**src/rtl/ifetch_pkg.sv**
```systemverilog
// Shared types and default widths for the instruction fetch/prefetch unit.
package ifetch_pkg;

  // Default datapath widths for the 16-bit family.
  localparam int INSTR_W = 16;
  localparam int PC_W    = 16;

  // IDLE: nothing outstanding, REQ: fetching fetch_pc, DROP: stale fetch in flight.
  typedef enum logic [1:0] {
    IDLE = 2'd0,
    REQ  = 2'd1,
    DROP = 2'd2
  } fetch_state_e;

  // Prefetch queue entry layout at the default widths.
  typedef struct packed {
    logic [PC_W-1:0]    pc;
    logic [INSTR_W-1:0] instr;
  } q_entry_t;

endpackage

```
**src/rtl/instruction_fetch_prefetch_if.sv**
```systemverilog
// Memory port, redirect and decode handshake bundle of the fetch unit.
interface instruction_fetch_prefetch_if #(
  parameter int INSTR_W = ifetch_pkg::INSTR_W,
  parameter int PC_W    = ifetch_pkg::PC_W
);

  logic               imem_req;
  logic [PC_W-1:0]    imem_addr;
  logic               imem_ack;
  logic [INSTR_W-1:0] imem_rdata;
  logic               redirect_valid;
  logic [PC_W-1:0]    redirect_pc;
  logic               out_valid;
  logic               out_ready;
  logic [INSTR_W-1:0] out_instr;
  logic [PC_W-1:0]    out_pc;
  logic [PC_W-1:0]    fetch_pc;

  // The fetch unit itself.
  modport master (
    output imem_req, imem_addr, out_valid, out_instr, out_pc, fetch_pc,
    input  imem_ack, imem_rdata, redirect_valid, redirect_pc, out_ready
  );

  // Memory, branch unit and decode seen together as the environment.
  modport slave (
    input  imem_req, imem_addr, out_valid, out_instr, out_pc, fetch_pc,
    output imem_ack, imem_rdata, redirect_valid, redirect_pc, out_ready
  );

endinterface

```
**src/rtl/ifetch_queue.sv**
```systemverilog
// Small FIFO with flush, simultaneous push/pop and an occupancy count.
// The head is read combinationally so decode sees it without a bubble.
module ifetch_queue #(
  parameter int QDEPTH  = 4,
  parameter int ENTRY_W = 32,
  localparam int AW     = $clog2(QDEPTH)
) (
  input  logic               clk,
  input  logic               rst_n,
  input  logic               flush_i,
  input  logic               push_i,
  input  logic [ENTRY_W-1:0] wdata_i,
  input  logic               pop_i,
  output logic [ENTRY_W-1:0] rdata_o,
  output logic               empty_o,
  output logic               full_o,
  output logic [AW:0]        count_o
);

  logic [ENTRY_W-1:0] mem_q [QDEPTH];
  logic [AW-1:0]      wr_ptr_q;
  logic [AW-1:0]      rd_ptr_q;
  logic [AW:0]        count_q;
  logic               push_ok;
  logic               pop_ok;

  // A pop frees the slot a same-cycle push may need when the queue is full.
  assign push_ok = push_i && !flush_i && (!full_o || pop_i);
  assign pop_ok  = pop_i && !flush_i && !empty_o;

  assign empty_o = (count_q == '0);
  assign full_o  = (count_q == (AW+1)'(QDEPTH));
  assign count_o = count_q;
  assign rdata_o = mem_q[rd_ptr_q];

  // Storage is never reset; only the pointers decide what is valid.
  always_ff @(posedge clk) begin
    if (push_ok) begin
      mem_q[wr_ptr_q] <= wdata_i;
    end
  end

  // Pointer and occupancy bookkeeping; pointers wrap as QDEPTH is a power of two.
  always_ff @(posedge clk or negedge rst_n) begin
    if (!rst_n) begin
      wr_ptr_q <= '0;
      rd_ptr_q <= '0;
      count_q  <= '0;
    end else if (flush_i) begin
      wr_ptr_q <= '0;
      rd_ptr_q <= '0;
      count_q  <= '0;
    end else begin
      if (push_ok) begin
        wr_ptr_q <= wr_ptr_q + AW'(1);
      end
      if (pop_ok) begin
        rd_ptr_q <= rd_ptr_q + AW'(1);
      end
      case ({push_ok, pop_ok})
        2'b10:   count_q <= count_q + (AW+1)'(1);
        2'b01:   count_q <= count_q - (AW+1)'(1);
        default: count_q <= count_q;
      endcase
    end
  end

endmodule

```
**src/rtl/instruction_fetch_prefetch.sv**
```systemverilog
// Sequential instruction fetch with a prefetch queue and redirect flush.
// Queue credits are reserved when a request issues, so a response always has a slot.
module instruction_fetch_prefetch #(
  parameter int                     INSTR_W  = ifetch_pkg::INSTR_W,
  parameter int                     PC_W     = ifetch_pkg::PC_W,
  parameter int                     QDEPTH   = 4,
  parameter logic [PC_W-1:0]        RESET_PC = '0,
  parameter int unsigned            PC_STEP  = 1
) (
  input  logic                          clk,
  input  logic                          reset,
  instruction_fetch_prefetch_if.master  bus
);

  import ifetch_pkg::*;

  localparam int CW = $clog2(QDEPTH) + 1;

  typedef struct packed {
    logic [PC_W-1:0]    pc;
    logic [INSTR_W-1:0] instr;
  } entry_t;

  fetch_state_e    state_q;
  logic [PC_W-1:0] fetch_pc_q;
  logic            imem_req_q;
  logic [PC_W-1:0] imem_addr_q;

  logic            ack;
  logic            push;
  logic            pop;
  logic [PC_W-1:0] fetch_pc_inc;
  logic [CW-1:0]   q_count;
  logic [CW-1:0]   count_after;
  logic            q_empty;
  logic            q_full;
  logic            credit_idle;
  logic            credit_after;
  entry_t          q_wdata;
  entry_t          q_rdata;

  // Acks are meaningful only while a request is actually on the port.
  assign ack          = imem_req_q && bus.imem_ack;
  assign push         = (state_q == REQ) && ack && !bus.redirect_valid;
  assign pop          = bus.out_ready && !q_empty && !bus.redirect_valid;
  assign fetch_pc_inc = fetch_pc_q + PC_W'(PC_STEP);
  assign count_after  = q_count + CW'(push) - CW'(pop);
  // With nothing outstanding the credit test reduces to "queue not full".
  assign credit_idle  = !q_full;
  assign credit_after = (count_after < CW'(QDEPTH));
  assign q_wdata      = '{pc: fetch_pc_q, instr: bus.imem_rdata};

  ifetch_queue #(
    .QDEPTH  (QDEPTH),
    .ENTRY_W ($bits(entry_t))
  ) u_queue (
    .clk     (clk),
    .rst_n   (reset),
    .flush_i (bus.redirect_valid),
    .push_i  (push),
    .wdata_i (q_wdata),
    .pop_i   (pop),
    .rdata_o (q_rdata),
    .empty_o (q_empty),
    .full_o  (q_full),
    .count_o (q_count)
  );

  assign bus.imem_req  = imem_req_q;
  assign bus.imem_addr = imem_addr_q;
  assign bus.fetch_pc  = fetch_pc_q;
  assign bus.out_valid = !q_empty;
  assign bus.out_instr = q_empty ? '0 : q_rdata.instr;
  assign bus.out_pc    = q_empty ? '0 : q_rdata.pc;

  // Fetch FSM: issues requests, advances fetch_pc and handles redirects.
  always_ff @(posedge clk or negedge reset) begin
    if (!reset) begin
      state_q     <= IDLE;
      fetch_pc_q  <= RESET_PC;
      imem_req_q  <= 1'b0;
      imem_addr_q <= RESET_PC;
    end else begin
      unique case (state_q)
        IDLE: begin
          if (bus.redirect_valid) begin
            fetch_pc_q <= bus.redirect_pc;
          end else if (credit_idle) begin
            state_q     <= REQ;
            imem_req_q  <= 1'b1;
            imem_addr_q <= fetch_pc_q;
          end
        end
        REQ: begin
          if (bus.redirect_valid) begin
            fetch_pc_q <= bus.redirect_pc;
            if (ack) begin
              state_q    <= IDLE;
              imem_req_q <= 1'b0;
            end else begin
              // Request stays on the port at the old address until acked.
              state_q <= DROP;
            end
          end else if (ack) begin
            fetch_pc_q <= fetch_pc_inc;
            if (credit_after) begin
              imem_addr_q <= fetch_pc_inc;
            end else begin
              state_q    <= IDLE;
              imem_req_q <= 1'b0;
            end
          end
        end
        DROP: begin
          if (bus.redirect_valid) begin
            fetch_pc_q <= bus.redirect_pc;
          end
          if (ack) begin
            state_q    <= IDLE;
            imem_req_q <= 1'b0;
          end
        end
        default: begin
          state_q    <= IDLE;
          imem_req_q <= 1'b0;
        end
      endcase
    end
  end

endmodule

```
**src/flat_wrapper.sv**
```systemverilog
// flat-port wrapper written by rule: the top's interface ports become plain ports
module instruction_fetch_prefetch_flat import ifetch_pkg::*;
#(
  parameter int                     INSTR_W  = ifetch_pkg::INSTR_W,
  parameter int                     PC_W     = ifetch_pkg::PC_W,
  parameter int                     QDEPTH   = 4,
  parameter logic [PC_W-1:0]        RESET_PC = '0,
  parameter int unsigned            PC_STEP  = 1
)
  (clk, reset, bus_imem_req, bus_imem_addr, bus_out_valid, bus_out_instr, bus_out_pc, bus_fetch_pc, bus_imem_ack, bus_imem_rdata, bus_redirect_valid, bus_redirect_pc, bus_out_ready);
  instruction_fetch_prefetch_if #(.INSTR_W(INSTR_W), .PC_W(PC_W)) bus_i ();
  input  logic clk;
  input  logic reset;
  output wire logic [$bits(bus_i.imem_req)-1:0] bus_imem_req;
  output wire logic [$bits(bus_i.imem_addr)-1:0] bus_imem_addr;
  output wire logic [$bits(bus_i.out_valid)-1:0] bus_out_valid;
  output wire logic [$bits(bus_i.out_instr)-1:0] bus_out_instr;
  output wire logic [$bits(bus_i.out_pc)-1:0] bus_out_pc;
  output wire logic [$bits(bus_i.fetch_pc)-1:0] bus_fetch_pc;
  input wire logic [$bits(bus_i.imem_ack)-1:0] bus_imem_ack;
  input wire logic [$bits(bus_i.imem_rdata)-1:0] bus_imem_rdata;
  input wire logic [$bits(bus_i.redirect_valid)-1:0] bus_redirect_valid;
  input wire logic [$bits(bus_i.redirect_pc)-1:0] bus_redirect_pc;
  input wire logic [$bits(bus_i.out_ready)-1:0] bus_out_ready;
  assign bus_imem_req = bus_i.imem_req;
  assign bus_imem_addr = bus_i.imem_addr;
  assign bus_out_valid = bus_i.out_valid;
  assign bus_out_instr = bus_i.out_instr;
  assign bus_out_pc = bus_i.out_pc;
  assign bus_fetch_pc = bus_i.fetch_pc;
  assign bus_i.imem_ack = bus_imem_ack;
  assign bus_i.imem_rdata = bus_imem_rdata;
  assign bus_i.redirect_valid = bus_redirect_valid;
  assign bus_i.redirect_pc = bus_redirect_pc;
  assign bus_i.out_ready = bus_out_ready;
  instruction_fetch_prefetch #(.INSTR_W(INSTR_W), .PC_W(PC_W), .QDEPTH(QDEPTH), .RESET_PC(RESET_PC), .PC_STEP(PC_STEP)) u_core (.clk(clk), .reset(reset), .bus(bus_i));
endmodule
```
**config.mk**
```make
export PLATFORM = sky130hd
export DESIGN_NAME = instruction_fetch_prefetch_flat
export DESIGN_NICKNAME = d
export VERILOG_FILES = /design/src/rtl/ifetch_pkg.sv /design/src/rtl/instruction_fetch_prefetch_if.sv /design/src/rtl/ifetch_queue.sv /design/src/rtl/instruction_fetch_prefetch.sv /design/src/flat_wrapper.sv
export SDC_FILE = /design/constraint.sdc
export NUM_CORES = 1
export LEC_CHECK = 0
export ABC_AREA = 1
export CORE_MARGIN = 5
export CORE_UTILIZATION = 50
export DETAILED_ROUTE_END_ITERATION = 10
export DONT_BUFFER_PORTS = 1
export GPL_TIMING_DRIVEN = 0
export HOLD_SLACK_MARGIN = 0.03
export SLEW_MARGIN = 20
export SYNTH_ARGS = -nofsm -noshare
export SYNTH_HDL_FRONTEND = slang
export SYNTH_SLANG_ARGS = --single-unit
```
**constraint.sdc**
```tcl
create_clock -name clk -period 3 [get_ports clk]
set_input_delay 0.15 -clock clk [delete_from_list [all_inputs] [get_ports clk]]
set_output_delay 0.15 -clock clk [all_outputs]
set_load 0.03 [all_outputs]
```
==> results <==
- The worst-path maximum fanout is 10.
- The final routed wire length divided by cell count is 18.3 um.
- For this run the aggregate overflow at the end of global routing stands at 0.
- The number of synthesized register bits is 170.
- In this run the tool buffered the top-level ports with 0 buffer cells.
- Timing would allow up to approximately 0.37 GHz.
- The kind of launch point of the worst setup path is a flop.
- The largest vdd supply drop is 0.534 mV.
- After layout, the worst path uses 89.2% of the clock period.
- The startpoint identified for the worst hold timing path is bus_imem_ack.
- Among the stages of the critical path, the cell type that occurs most often is sky130_fd_sc_hd__clkbuf_1.
- The post-CTS setup buffer count is 0.
- The number of remaining DRC errors is 0.
- Clock skew on the completed layout was measured at 0.00658 ns.
- Hold repair after CTS inserted 36 buffers.
- The total placed instance area is 0.00807 sq mm.
- The total clock buffers created by CTS is 17.
- The transition time of the tightest slew-check pin is between 0.7 and 0.8 ns.
- The capture endpoint of the worst hold path is u_core.state_q[1].
- Dividing the detail-routed via count by the number of cells gives 5.43.
- Of the cells placed in the final design, the portion with a size suffix greater than 1 is a little under 10%.
- The insertion delay to the later sink of the worst-skew pair is 0.43 ns.
- The number of vias in the routed layout is between 5000 and 6000.
- The first global-routing pass estimated 30000 um of wire.
- The total detailed-routing wirelength is 19000 um.
- Across every metal layer, demand over resource in global routing totals 21.6%.
- The number of failing hold endpoints at the final stage is 0.
- After technology mapping, the gate count stands at 776.
- The reg2reg setup slack is 0.46 ns.
- In this run, the number of DRC markers left after iteration 0 of detailed routing was slightly above 300.
- The multi-input combinational cells in the finished layout cover a total of 0.00246 sq mm.
- Summed over all nets, the half-perimeter wirelength after detailed placement is approximately 13000 um.
- Across the run, the number of max-cap violations was 0.
- After synthesis the cells add up to 0.00769 sq mm.
- In this run the remaining antenna-violating nets after routing total 0.
- The clock transition at the registers of the reported paths is 0.06 ns.
- In this run the power density over the cells is 856 mW/mm^2.
- The cell leakage power is 0.00355 uW.
- Yosys printed 0 warnings.
- Measured against its own limit, the worst slew margin works out to around 47%.
- The clock drives 170 sinks.
- The end of the worst register-to-register path is u_core.bus.imem_addr[14].
- The number of setup violations in the final report is 0.
- The delay contributed by the slowest stage of the critical path is a little over 0.6 ns.
- The slowest stage of the critical path belongs to the cell sky130_fd_sc_hd__a21oi_1.
- The worst reg2reg path startpoint is u_core.bus.imem_req.
- The synthesized netlist net count is 821.
- The number of global-route vias before repair is 5588.
- The library cell used as clock root buffer is sky130_fd_sc_hd__clkbuf_16.
- The critical path is of the reg2out type.
- After floorplanning, the core was divided into 45 placement rows.
- With fillers left out, the area of the finished cells amounts to 0.00902 sq mm.
- At the worst endpoint, the arrival time is 2.52 ns.
- STA classifies the critical path endpoint as a primary output.
- The floorplan step set the die height to 134 um.
- In this run, distinct cell masters in the synthesized netlist total 36.
- The TritonCTS clock tree is yes.
- The leading cell type in the layout, fill and taps excluded is sky130_fd_sc_hd__nor2_1.
- After the last flow step, the layout net total stands at around 900.
- The total count of max-transition violations in the final report came to 0.
- Setup repair after global routing left no endpoint under its margin.
- Walking the worst path, the cells encountered are inv_2, clkbuf_1, clkbuf_1, o21ai_0, a21oi_1.
- The initial antenna violation count is 0.
- For this run, the detailed router's first-pass iteration total came to 6.
- The full die area is 0.0180 sq mm.
- The flip-flop and latch area is 0.00489 sq mm.
- Along the worst hold path, the cell count comes to 3.
- In this run the horizontal extent of the chip is 134 um.
- At the end of routability-driven placement, the weighted congestion stood at 0.892.
- The run finished with clean final reports.
- The number of cells on the worst reg-to-reg path is 15.
- The initial standard-cell utilization of the core is 50.8%.
- The CTS H-tree depth is 4.
- The tightest hold path in the finished design has a slack of between 0.09 and 0.1 ns.
- The total core area is approximately 0.015 sq mm.
- just over 100 I/O pins were placed.
- Counting along the longest clock path gives a buffer depth of 2.
- The count of instances resized after the clock tree is built is 0.
- The number of antenna repair diodes is 0.
- The final-layout fill cell count is 1277.
- The min-delay analysis places its worst path in the category in2reg.
- At the worst endpoint, the required time is 2.85 ns.
- The sequential-to-total area share from yosys stat is 63.6%.
- The clock period minus worst slack is 2.67 ns.
- The overall power consumption is 7720 uW.
- The area growth from synthesis to layout is 17.3%.
- In this run the mean area of a mapped cell was 9.91 sq um.
- The library cells used most frequently in the layout, excluding fill and tap cells, are sky130_fd_sc_hd__nor2_1, sky130_fd_sc_hd__nand2_1, sky130_fd_sc_hd__edfxtp_1, sky130_fd_sc_hd__o21ai_0.
- The maximum number of pins on one net before global-route repair is 43.
[through the flow]
step | setup TNS, ns | instances | util, % | setup slack (ns)
after floorplan | 0 | 776 | - | 0.117
after global placement | -135.03 | 964 | 52.4 | -1.17
after detailed placement | 0 | 968 | 53.3 | 0.453
after CTS | 0 | 1036 | 59.6 | 0.299
after global routing | 0 | 1036 | 59.6 | 0.148
final | 0 | 1036 | 59.6 | 0.325
[cells in the mapped netlist]
cell	count	area (sq um)
sky130_fd_sc_hd__buf_6	2	22.5
sky130_fd_sc_hd__dfrtp_1	42	1050
sky130_fd_sc_hd__nor3_1	1	5.00
sky130_fd_sc_hd__inv_1	38	143
sky130_fd_sc_hd__nor2_2	5	31.3
sky130_fd_sc_hd__nor2_4	1	11.3
sky130_fd_sc_hd__o21ai_0	83	415
sky130_fd_sc_hd__nand2_4	2	22.5
sky130_fd_sc_hd__a21oi_2	1	8.76
sky130_fd_sc_hd__clkinv_1	1	3.75
sky130_fd_sc_hd__a31oi_1	1	6.26
sky130_fd_sc_hd__nor3_4	1	16.3
sky130_fd_sc_hd__buf_2	17	85.1
sky130_fd_sc_hd__mux2i_1	1	10.0
sky130_fd_sc_hd__nand2_1	131	492
sky130_fd_sc_hd__xnor2_1	2	17.5
sky130_fd_sc_hd__a21oi_1	41	205
sky130_fd_sc_hd__edfxtp_1	128	3840
sky130_fd_sc_hd__o22ai_1	4	25.0
sky130_fd_sc_hd__a22oi_1	2	15.0
sky130_fd_sc_hd__clkbuf_1	16	60.1
sky130_fd_sc_hd__o21ai_2	1	8.76
sky130_fd_sc_hd__inv_4	1	6.26
sky130_fd_sc_hd__nand2_2	4	25.0
sky130_fd_sc_hd__inv_2	6	22.5
sky130_fd_sc_hd__buf_4	3	22.5
sky130_fd_sc_hd__o211ai_1	2	15.0
sky130_fd_sc_hd__o21ai_1	7	35.0
sky130_fd_sc_hd__xor2_1	3	26.3
sky130_fd_sc_hd__nand3_1	42	210
sky130_fd_sc_hd__ha_1	7	87.6
sky130_fd_sc_hd__nand4_1	11	68.8
sky130_fd_sc_hd__fa_1	1	20.0
sky130_fd_sc_hd__a21oi_4	1	16.3
sky130_fd_sc_hd__nand3_2	2	20.0
sky130_fd_sc_hd__nor2_1	165	619
[cell type report]
cell class	count	area share, %
inverter	46	1.94
timing repair buffer	40	5.41
buffer	38	2.11
clock buffer	25	5.38
sequential	170	54.2
multi-input combinational	522	27.3
clock inverter	7	1.01
tap	188	2.61
[worst max-delay path: cells and delay by family, from the launching register on]
kind	cells	cell delay, ns
DFF	1	0.42
buffers and inverters	3	0.89
AOI/OAI and AO/OA	2	0.79
[kinds of logic after synthesis]
| family | Yosys count | synth area share [%] |
|---|---|---|
| and+or+nand+nor | 365 | 19.8 |
| DFF | 170 | 63.6 |
| AOI/OAI and AO/OA | 143 | 9.76 |
| buffers and inverters | 84 | 4.75 |
| adders and majority gates | 8 | 1.40 |
| xor gates and xnor gates | 5 | 0.569 |
| muxes | 1 | 0.130 |
[report_power, final]
group / total, uW / internal [uW] / switching (uW) / leakage, uW
clock network: 2140 / 1290 / 849 / 0.000281
logic: 1740 / 580 / 1160 / 0.00159
registers: 3840 / 2920 / 918 / 0.00168
total: 7720 / 4790 / 2930 / 0.00355
[how the worst max path moves through the flow]
stage          slack (ns)                        from                     endpoint  depth (start not counted)
2_1_floorplan        0.12         u_core.bus.imem_req   u_core.u_queue.mem_q[0][0]                          4
5_1_grt              0.15  u_core.u_queue.rd_ptr_q[0]                bus_out_pc[3]                          5
4_1_cts              0.30  u_core.u_queue.rd_ptr_q[0]             bus_out_instr[7]                          5
6_report             0.33  u_core.u_queue.rd_ptr_q[0]             bus_out_instr[7]                          5
3_5_place_dp         0.45         u_core.bus.imem_req      u_core.bus.imem_addr[9]                         13
3_3_place_gp        -1.17         u_core.bus.imem_req  u_core.u_queue.mem_q[1][22]                          4
[routing by layer]
metal | vias up | wire length (um) | global-route usage, %
li1 | 2749 | - | -
met1 | 2708 | 8360 | 27.4
met2 | 150 | 9380 | 36.7
met3 | 21 | 994 | 5.48
met4 | 0 | 257 | 6.79
met5 | - | 0 | 0
[registers in the layout, summed over array words and instances, names as in the netlist]
| signal | count |
|---|---|
| u_core.u_queue.count_o | 3 |
| u_core.bus.imem_req | 1 |
| u_core.u_queue.rd_ptr_q | 2 |
| u_core.bus.fetch_pc | 16 |
| u_core.state_q | 2 |
| u_core.bus.imem_addr | 16 |
| u_core.u_queue.wr_ptr_q | 2 |
| u_core.u_queue.mem_q | 128 |
(Power assumes the default switching activity.)
